File: src/rtl/debounce_pkg.sv
// Shared types and defaults for the push-button debouncer.
// The state encoding is fixed so that waveform dumps read the same across builds.
package debounce_pkg;

  localparam int DEBOUNCE_CYCLES_DEFAULT = 1000000;

  typedef enum logic [1:0] {
    IDLE         = 2'd0,
    PRESS_WAIT   = 2'd1,
    PRESSED      = 2'd2,
    RELEASE_WAIT = 2'd3
  } db_state_e;

  // The debounced level stays high while a release is still being qualified.
  function automatic logic level_of(input db_state_e s);
    return (s == PRESSED) || (s == RELEASE_WAIT);
  endfunction

endpackage

File: src/rtl/sync_2ff.sv
// Two-flop synchronizer that brings an asynchronous 1-bit input into the clock domain.
// Both flops clear to 0 in reset, so a held button never looks pressed before sampling.
module sync_2ff (
  input  logic clock,
  input  logic reset,
  input  logic d,
  output logic q
);

  logic meta;

  always_ff @(posedge clock or negedge reset) begin
    if (!reset) begin
      meta <= 1'b0;
      q    <= 1'b0;
    end else begin
      meta <= d;
      q    <= meta;
    end
  end

endmodule

File: src/rtl/button_debouncer.sv
// Push-button debouncer: synchronizes the raw input, then accepts a level change only
// after DEBOUNCE_CYCLES consecutive stable cycles, emitting one-cycle press/release strobes.
module button_debouncer
  import debounce_pkg::*;
#(
  parameter int DEBOUNCE_CYCLES = DEBOUNCE_CYCLES_DEFAULT
) (
  input  logic clock,
  input  logic reset,
  input  logic btn_in,
  output logic btn_level,
  output logic press_pulse,
  output logic release_pulse
);

  localparam int CNT_WIDTH = $clog2(DEBOUNCE_CYCLES + 1);
  localparam logic [CNT_WIDTH-1:0] CNT_LAST = CNT_WIDTH'(DEBOUNCE_CYCLES - 1);
  localparam logic [CNT_WIDTH-1:0] CNT_ONE  = CNT_WIDTH'(1);

  logic                 btn_s;
  db_state_e            state;
  db_state_e            state_next;
  logic [CNT_WIDTH-1:0] cnt;
  logic [CNT_WIDTH-1:0] cnt_next;
  logic                 press_next;
  logic                 release_next;

  sync_2ff u_sync (
    .clock (clock),
    .reset (reset),
    .d     (btn_in),
    .q     (btn_s)
  );

  // Outputs are registered from next-state so level and strobe rise on the same edge.
  always_ff @(posedge clock or negedge reset) begin
    if (!reset) begin
      state         <= IDLE;
      cnt           <= '0;
      btn_level     <= 1'b0;
      press_pulse   <= 1'b0;
      release_pulse <= 1'b0;
    end else begin
      state         <= state_next;
      cnt           <= cnt_next;
      btn_level     <= level_of(state_next);
      press_pulse   <= press_next;
      release_pulse <= release_next;
    end
  end

  // Any disagreement during a wait drops back to the settled state with the count cleared.
  always_comb begin
    state_next   = state;
    cnt_next     = '0;
    press_next   = 1'b0;
    release_next = 1'b0;
    case (state)
      IDLE: begin
        if (btn_s) state_next = PRESS_WAIT;
      end
      PRESS_WAIT: begin
        if (!btn_s) begin
          state_next = IDLE;
        end else if (cnt == CNT_LAST) begin
          state_next = PRESSED;
          press_next = 1'b1;
        end else begin
          cnt_next = cnt + CNT_ONE;
        end
      end
      PRESSED: begin
        if (!btn_s) state_next = RELEASE_WAIT;
      end
      RELEASE_WAIT: begin
        if (btn_s) begin
          state_next = PRESSED;
        end else if (cnt == CNT_LAST) begin
          state_next   = IDLE;
          release_next = 1'b1;
        end else begin
          cnt_next = cnt + CNT_ONE;
        end
      end
      default: state_next = IDLE;
    endcase
  end

endmodule

File: config.mk
export PLATFORM = sky130hd
export DESIGN_NAME = button_debouncer
export DESIGN_NICKNAME = d
export VERILOG_FILES = /design/src/rtl/debounce_pkg.sv /design/src/rtl/sync_2ff.sv /design/src/rtl/button_debouncer.sv
export SDC_FILE = /design/constraint.sdc
export NUM_CORES = 1
export LEC_CHECK = 0
export BUFFER_PORTS_ARGS = -buffer_cell sky130_fd_sc_hd__buf_2
export CORE_UTILIZATION = 40
export DETAILED_ROUTE_END_ITERATION = 16
export SLEW_MARGIN = 20
export SYNTH_ARGS = -nofsm -noshare
export SYNTH_HDL_FRONTEND = slang
export SYNTH_SLANG_ARGS = --single-unit
File: constraint.sdc
create_clock -name clock -period 2.67 [get_ports clock]
set_input_delay 0.6675 -clock clock [delete_from_list [all_inputs] [get_ports clock]]
set_output_delay 0.6675 -clock clock [all_outputs]
set_load 0.1 [all_outputs]
==> run_results.csv, run 1 <==
group,metric,value,unit
status,status,"finished, final reports clean",
pwr,power.density,442.5,mW/mm2
die,ioPinCount,6,
cts,cts-hold-fix-buffers,0,
die,dieArea,0.003427,mm2
setup_path,crit_required,2.89,ns
synthesis,syn_inst,122,
drt,drc,0,
sta,finalSetupViolCount,0,
cts,cts.sinks,27,
sta,rsz0062_at_grt,"no",
synthesis,syn_area_per_cell,10.48,um2
sta,relSlewSlack,60.08,%
drt,routed_wirelength,2.217,mm
drt,postRouteAntennaNets,0,
finish,fillerInstances,307,
setup_path,path_class,"reg -> reg",
global_route,gr-total-overflow,0,
global_route,first_global_vias,815,
finish,insertedDiodeCount,0,
sta,hold_violations,0,
placement,dp_hpwl,1.587,mm
placement,portBuffers,5,
pwr,p_total,0.0006085,W
synthesis,ys_warn_count,0,
synthesis,synth.distinct_cells,30,
die,rows,20,
drt,drtIter0Drc,26,
synthesis,synth_seq_cells,27,
global_route,grt_max_degree,28,
die,dieWidth,58.54,um
setup_path,cp-end-kind,"flop",
cts,clock-root-buffer,"clkbuf_4",
drt,drt-vias-per-instance,5.110,
cts,clock_path_buffers,2,
sta,period_share,72.91,%
worst_hold_path,hold_path.class,"in -> async",
die,coreArea,0.003053,mm2
synthesis,mappedNetlistArea,0.001279,mm2
pwr,ir_worst_vdd,0.0002700,V
drt,route.detailed.wl_per_inst,12.89,um
placement,gp_congestion,0.7544,
synthesis,ys.flop_type,"dfrtp_1",
synthesis,yosys-top-cells-area,"dfrtp_1 (53%), xnor2_1 (6.8%), nor2_1 (4.7%)",
drt,dr.pass1.iters,4,
global_route,groute.usage.overall,14.53,%
cts,cts_tree,"built",
die,start_util,41.89,%
cts,cts_resized,0,
synthesis,synth_edf_count,0,
setup_path,cp.arrival,2.17,ns
finish,area_growth,7.534,%
setup_path,cp_max_fo,5,
cts,post_cts_buffers,0,
global_route,grt_pass1_wl,3.767,mm
sta,fmax,513.7,MHz
synthesis,ys_seq_area_share,52.84,%
cts,clkSlewWorstSetupHoldPaths,0.15,ns
cts,cts_made_buffers,3,
synthesis,synth_top_area_share,52.84,%
global_route,grt_antenna_before_repair,0,
run,maxCapViolCount,0,
sta,fin_skew,0.01201,ns
sta,final_max_slew_viol_count,0,
die,die_h,58.54,um
synthesis,synth_top_cell_by_area,"dfrtp_1",
finish,layout-drive-gt1-share,10.94,%
finish,nets,133,
pwr,power_leakage,0.5566,nW
cts,cts_max_level,1,
synthesis,syn-num-nets,126,
synthesis,postSynth.asyncResetShare,100.0,%
sta,worst_slew_pin_slew,0.5989,ns
sta,period_minus_slack,1.947,ns
drt,vias,879,
setup_path,start_kind,"flop",
cts,clock_latency,0.33,ns
sta,setup_tns,0,ns
critical path, stage by stage (launching register included):
cell	delay (ns)
dfrtp_1	0.41
ha_1	0.24
and4_1	0.25
nand4_1	0.16
or3_1	0.45
mux2_4	0.32
path summary, 6_finish.rpt:
check / cells past startpoint / end / from / slack, ns
min reg2reg: 0 / u_sync.q / u_sync.meta / 0.37
max reg2reg: 5 / btn_level / cnt[0] / 0.72
max: 5 / btn_level / cnt[0] / 0.72
min: 1 / cnt[9] / reset / 0.32
min in group clock: 0 / u_sync.q / u_sync.meta / 0.37
max in group asynchronous: 1 / cnt[18] / reset / 1.95
synthesized netlist by cell type, drive strengths merged (2+ instances only):
library cell / number
a21oi: 4
and2: 4
and4: 2
buf: 2
clkbuf: 2
dfrtp: 27
inv: 4
mux2: 2
nand2: 6
nand3: 6
nand4: 6
nor2: 16
nor3: 4
nor3b: 2
nor4: 4
o21ai: 5
or3: 5
xnor2: 10
xor2: 4
kinds of logic (layout without fill, tap and decap cells):
family	count (synthesis)	count (layout)	synth area share, %
AO/OA/AOI/OAI	10	10	4.207
XOR/XNOR	14	14	9.588
adder cells (fa/ha/maj)	1	1	0.9783
buffers and inverters	8	14	2.641
flip-flops	27	27	52.84
multiplexers	3	3	3.131
AND/OR/NAND/NOR	59	59	26.61
area by class of cell:
type,count,area (um2),area share (%)
repair buffers,6,32.53,2.366
inverters,4,15.01,1.092
well taps,44,55.05,4.004
multi-input cells,87,569.3,41.40
clock buffers,3,22.52,1.638
clock inverters,1,5.005,0.3640
flip-flops and latches,27,675.6,49.14
state kept, by name (all words and copies together), names as in the netlist:
| register | flops |
|---|---|
| cnt | 20 |
| state | 2 |
| btn_level | 1 |
| press_pulse | 1 |
| release_pulse | 1 |
| u_sync.meta | 1 |
| u_sync.q | 1 |
per-stage QoR:
step	worst slack (ns)	area, um2	std cells	util (%)	hold WS [ns]
after CTS	0.7337	1375	172	45.04	0.3337
after detailed placement	0.7662	1348	168	44.14	0.3386
final	0.7232	1375	172	45.04	0.3238
after floorplan	0.8358	1279	122	-	0.3312
after global placement	0.8244	1348	168	44.14	0.3409
after global routing	0.6227	1375	172	45.04	0.3621
layer usage:
metal	part of all wire (%)	vias up	global-route usage, %
met3	3.2	4	3.956
met5	0	-	0
met1	50	424	21.13
li1	-	438	-
met4	1.3	0	4.082
met2	45	13	21.35
cells in the final DEF, fill, tap and decap left out:
cell      count
dfrtp_1      27
inv_1         4
ha_1          1
clkbuf_4      3
nor3b_1       2
and4_1        2
xor2_1        4
nand3_1       5
nor2_1       16
nor4_1        4
buf_2         5
and2_1        4
clkinv_2      1
mux2_4        2
o21ai_0       4
or3_1         5
nor4b_1       1
buf_4         1
mux2i_1       1
nand4_1       5
o221ai_1      1
o21ai_1       1
and3_1        1
nor2b_1       1
nor3_1        4
a21oi_1       4
nand3_4       1
nand2_1       6
nand4_4       1
or4_1         1
xnor2_1      10
power by group:
| part | leakage (nW) | internal, W | total, W | switching, W |
|---|---|---|---|---|
| logic | 0.170 | 0.00000471 | 0.0000196 | 0.0000149 |
| clock network | 0.0177 | 0.0000562 | 0.000173 | 0.000117 |
| registers | 0.369 | 0.000413 | 0.000415 | 0.00000280 |
| total | 0.557 | 0.000473 | 0.000608 | 0.000135 |
Power figures use the tool's default switching activity.
==> run 2, diff against run 1 <==
Clock period 2.67 ns to 2 ns, I/O delays scaled along.
==> run_results.csv, run 2 (synthesized netlist as in run 1, its figures left out) <==
group,metric,value,unit
setup_path,crit_buf_inv,0,
drt,route.detailed.wl_per_inst,13.03,um
placement,place_area,0.001363,mm2
pwr,power.density,584.1,mW/mm2
die,coreArea,0.003053,mm2
sta,relSlewSlack,60.78,%
placement,dp_slack,0.1085,ns
global_route,groute.usage.overall,15.53,%
finish,largestRegisters,"cnt (20), state (2)",
placement,portBuffers,5,
status,status,"finished, final reports clean",
setup_path,crit_required,2.23,ns
drt,drc,0,
finish,multi_input_area,578.1,um2
cts,clkSlewWorstSetupHoldPaths,0.15,ns
finish,fin_util,45.90,%
sta,finalSetupViolCount,0,
drt,drtIter0Drc,49,
drt,drt-vias-per-instance,5.040,
cts,cts.sinks,27,
setup_path,crit_path_top_delay_cell,"dfrtp_1",
finish,largest_reg_flops,20,
setup_path,cp-end-kind,"flop",
cts,clock_path_buffers,2,
setup_path,path_class,"reg -> reg",
die,dieWidth,58.54,um
die,start_util,41.89,%
sta,fmax,537.1,MHz
setup_path,cp_max_fo,5,
drt,dr.pass1.iters,4,
pwr,ir_worst_vdd,0.0002384,V
sta,rsz0062_at_grt,"no",
drt,routed_wirelength,2.268,mm
finish,layout-drive-gt1-share,13.85,%
cts,post_cts_buffers,0,
finish,fillerInstances,310,
cts,cts_made_buffers,3,
sta,period_minus_slack,1.862,ns
global_route,grt_pass1_wl,4.071,mm
finish,area_growth,9.589,%
global_route,grt_antenna_before_repair,0,
placement,dp_hpwl,1.585,mm
drt,vias,877,
placement,dp_cells,170,
cts,cts-hold-fix-buffers,0,
die,die_h,58.54,um
global_route,first_global_vias,887,
sta,hold_violations,0,
sta,fin_skew,0.009320,ns
sta,period_share,93.10,%
setup_path,cp_top_family,"simple AND/OR/NAND/NOR gates",
sta,setup_ws,0.1381,ns
setup_path,path_cells,"ha_1 -> and4_1 -> nand4_1 -> or3_4 -> mux2_4",
setup_path,start_kind,"flop",
die,ioPinCount,6,
cts,cts_tree,"built",
finish,nets,135,
cts,cts_resized,0,
finish,final_common_cell,"dfrtp_1",
global_route,grt_max_degree,28,
worst_hold_path,hold_path.class,"in -> async",
setup_path,timing.critical_path.from,"cnt[0]",
die,rows,20,
sta,final_max_slew_viol_count,0,
global_route,gr-total-overflow,0,
finish,fin_area,0.001401,mm2
run,maxCapViolCount,0,
sta,setup_tns,0,ns
setup_path,r2r_start,"cnt[0]",
setup_path,slowest_delay,0.41,ns
cts,clock-root-buffer,"clkbuf_4",
pwr,power_leakage,0.5671,nW
finish,ff_latch_area,675.6,um2
die,dieArea,0.003427,mm2
finish,layoutNonFillerInstCount,174,
sta,worst_slew_pin_slew,0.5882,ns
cts,cts_max_level,1,
finish,insertedDiodeCount,0,
drt,postRouteAntennaNets,0,
finish,final_cell_mix,"dfrtp_1 (27), nor2_1 (16), xnor2_1 (10)",
placement,gp_congestion,0.8137,
cts,clock_latency,0.32,ns
finish,regMostFlops,"cnt",
setup_path,cp.arrival,2.09,ns
[run 2: worst reg2reg max path, delay by kind of cell, from the launching register on]
kind                       cells  cell delay, ns
and+or+nand+nor                3            0.81
DFF                            1            0.41
adders and majority gates      1            0.23
muxes                          1            0.30
[run 2: stage by stage]
stage                power, W  hold WS [ns]
floorplan           0.0005748        0.2044
global placement    0.0005912        0.3430
detailed placement  0.0005929        0.3410
CTS                 0.0008376        0.1673
global route        0.0008591        0.1941
finish              0.0008185        0.1527
[run 2: power by group]
part / internal, W / switching, W
clock network: 0.0000763 / 0.000161
logic: 0.00000644 / 0.0000201
registers: 0.000551 / 0.00000383
[run 2: layout make-up]
type	count	area share (%)
clock inverters	1	0.5357
multi-input cells	87	41.25
repair buffers	8	3.393
clock buffers	3	1.607
inverters	4	1.071
well taps	44	3.929
flip-flops and latches	27	48.21
[run 2: worst paths after layout]
kind,endpoint,slack [ns],depth (start not counted)
min in group clock,u_sync.meta,0.27,1
setup reg to reg,btn_level,0.14,5
setup / recovery,btn_level,0.14,5
hold reg to reg,u_sync.q,0.37,0
max in group asynchronous,cnt[11],1.45,1
hold / removal,cnt[17],0.15,1
[run 2: metal layers]
metal,wire (um),GRT usage (%)
met1,1188,22.82
met3,40,1.978
met2,1022,23.32
met5,0,0
met4,16,6.122
==> run 3, diff against run 2 <==
Settings changed: MAX_ROUTING_LAYER set to met4.
==> run_results.csv, run 3 (synthesized netlist as in run 1, its figures left out) <==
group,metric,value,unit
sta,whs,0.1524,ns
cts,cts_resized,0,
cts,cts_tree,"built",
drt,drt-vias-per-instance,5.040,
global_route,use_met1,22.82,%
finish,area_growth,9.589,%
finish,insertedDiodeCount,0,
sta,finalSetupViolCount,0,
cts,cts_made_buffers,3,
cts,post_cts_buffers,0,
setup_path,cp-end-kind,"flop",
finish,multi_input_area,578.1,um2
finish,regMostFlops,"cnt",
finish,final_cell_mix,"dfrtp_1 (27), nor2_1 (16), xnor2_1 (10)",
cts,clock_latency,0.32,ns
die,dieWidth,58.54,um
sta,relSlewSlack,60.78,%
sta,setup_tns,0,ns
cts,cts.sinks,27,
drt,drtIter0Drc,45,
finish,ff_latch_area,675.6,um2
finish,nets,135,
global_route,first_global_vias,888,
global_route,grt_max_degree,28,
pwr,power_leakage,0.5671,nW
setup_path,cp.arrival,2.09,ns
drt,route.detailed.wl_per_inst,13.01,um
sta,fin_skew,0.009361,ns
sta,period_share,93.10,%
global_route,gr-total-overflow,0,
sta,period_minus_slack,1.862,ns
global_route,grt_busiest_layer,"met2",
sta,hold_violations,0,
sta,setup_ws,0.1380,ns
finish,layoutNonFillerInstCount,174,
setup_path,crit_required,2.23,ns
status,status,"finished, final reports clean",
cts,cts-hold-fix-buffers,0,
sta,final_max_slew_viol_count,0,
setup_path,path_class,"reg -> reg",
sta,rsz0062_at_grt,"no",
placement,gp_congestion,0.8257,
sta,worst_slew_pin_slew,0.5882,ns
finish,fillerInstances,310,
global_route,grt_antenna_before_repair,0,
setup_path,cp_max_fo,5,
drt,routed_wirelength,2.264,mm
placement,dp_cells,170,
die,rows,20,
finish,final_common_cell,"dfrtp_1",
cts,clock-root-buffer,"clkbuf_4",
cts,clock_path_buffers,2,
global_route,grtUsageMet3,1.978,%
finish,fin_util,45.90,%
drt,vias,877,
cts,clkSlewWorstSetupHoldPaths,0.15,ns
finish,largestRegisters,"cnt (20), state (2)",
drt,dr.pass1.iters,4,
worst_hold_path,hold_path.class,"in -> async",
placement,dp_slack,0.1085,ns
die,dieArea,0.003427,mm2
cts,cts_max_level,1,
setup_path,start_kind,"flop",
die,ioPinCount,6,
sta,fmax,537.1,MHz
placement,dp_hpwl,1.585,mm
placement,portBuffers,5,
global_route,grt_pass1_wl,4.071,mm
die,start_util,41.89,%
pwr,power.density,584.2,mW/mm2
die,die_h,58.54,um
drt,postRouteAntennaNets,0,
die,coreArea,0.003053,mm2
drt,drc,0,
finish,layout-drive-gt1-share,13.85,%
finish,largest_reg_flops,20,
pwr,ir_worst_vdd,0.0002384,V
global_route,gr-usage-met2,23.32,%
global_route,groute.usage.overall,16.01,%
run,maxCapViolCount,0,
[run 3: cell counts in the layout (fill, tap and decap cells not counted)]
Identical to the previous run, type by type.
[run 3: routing by layer]
| layer | part of all wire [%] | wire [um] |
|---|---|---|
| met5 | 0 | 0 |
| met4 | 0.62 | 14 |
| met3 | 1.7 | 39 |
| met2 | 45 | 1021 |
| met1 | 52 | 1188 |
[run 3: final cells by class]
type | instances | share of cell area (%)
clock inverters | 1 | 0.5357
multi-input cells | 87 | 41.25
repair buffers | 8 | 3.393
well taps | 44 | 3.929
flip-flops and latches | 27 | 48.21
inverters | 4 | 1.071
clock buffers | 3 | 1.607
[run 3: final timing paths]
path | startpoint | end | slack [ns] | cells past startpoint
max | cnt[0] | btn_level | 0.14 | 5
min | reset | cnt[17] | 0.15 | 1
max reg2reg | cnt[0] | btn_level | 0.14 | 5
min reg2reg | u_sync.meta | u_sync.q | 0.37 | 0
max in group asynchronous | reset | cnt[11] | 1.45 | 1
min in group clock | btn_in | u_sync.meta | 0.27 | 1
[run 3: critical path: stages (launching register included)]
cell and delay, ns:
dfrtp_1 0.41, ha_1 0.23, and4_1 0.25, nand4_1 0.16, or3_4 0.40, mux2_4 0.30
[run 3: power breakdown]
part	switching, W	internal, W
clock network	0.000161	0.0000764
logic	0.0000201	0.00000644
registers	0.00000383	0.000551
[run 3: per-stage QoR]
stage	total power (W)	cell area, um2
after floorplan	0.0005748	1279
after global placement	0.0005912	1363
after detailed placement	0.0005929	1363
after CTS	0.0008376	1393
after global routing	0.0008591	1401
final	0.0008187	1401
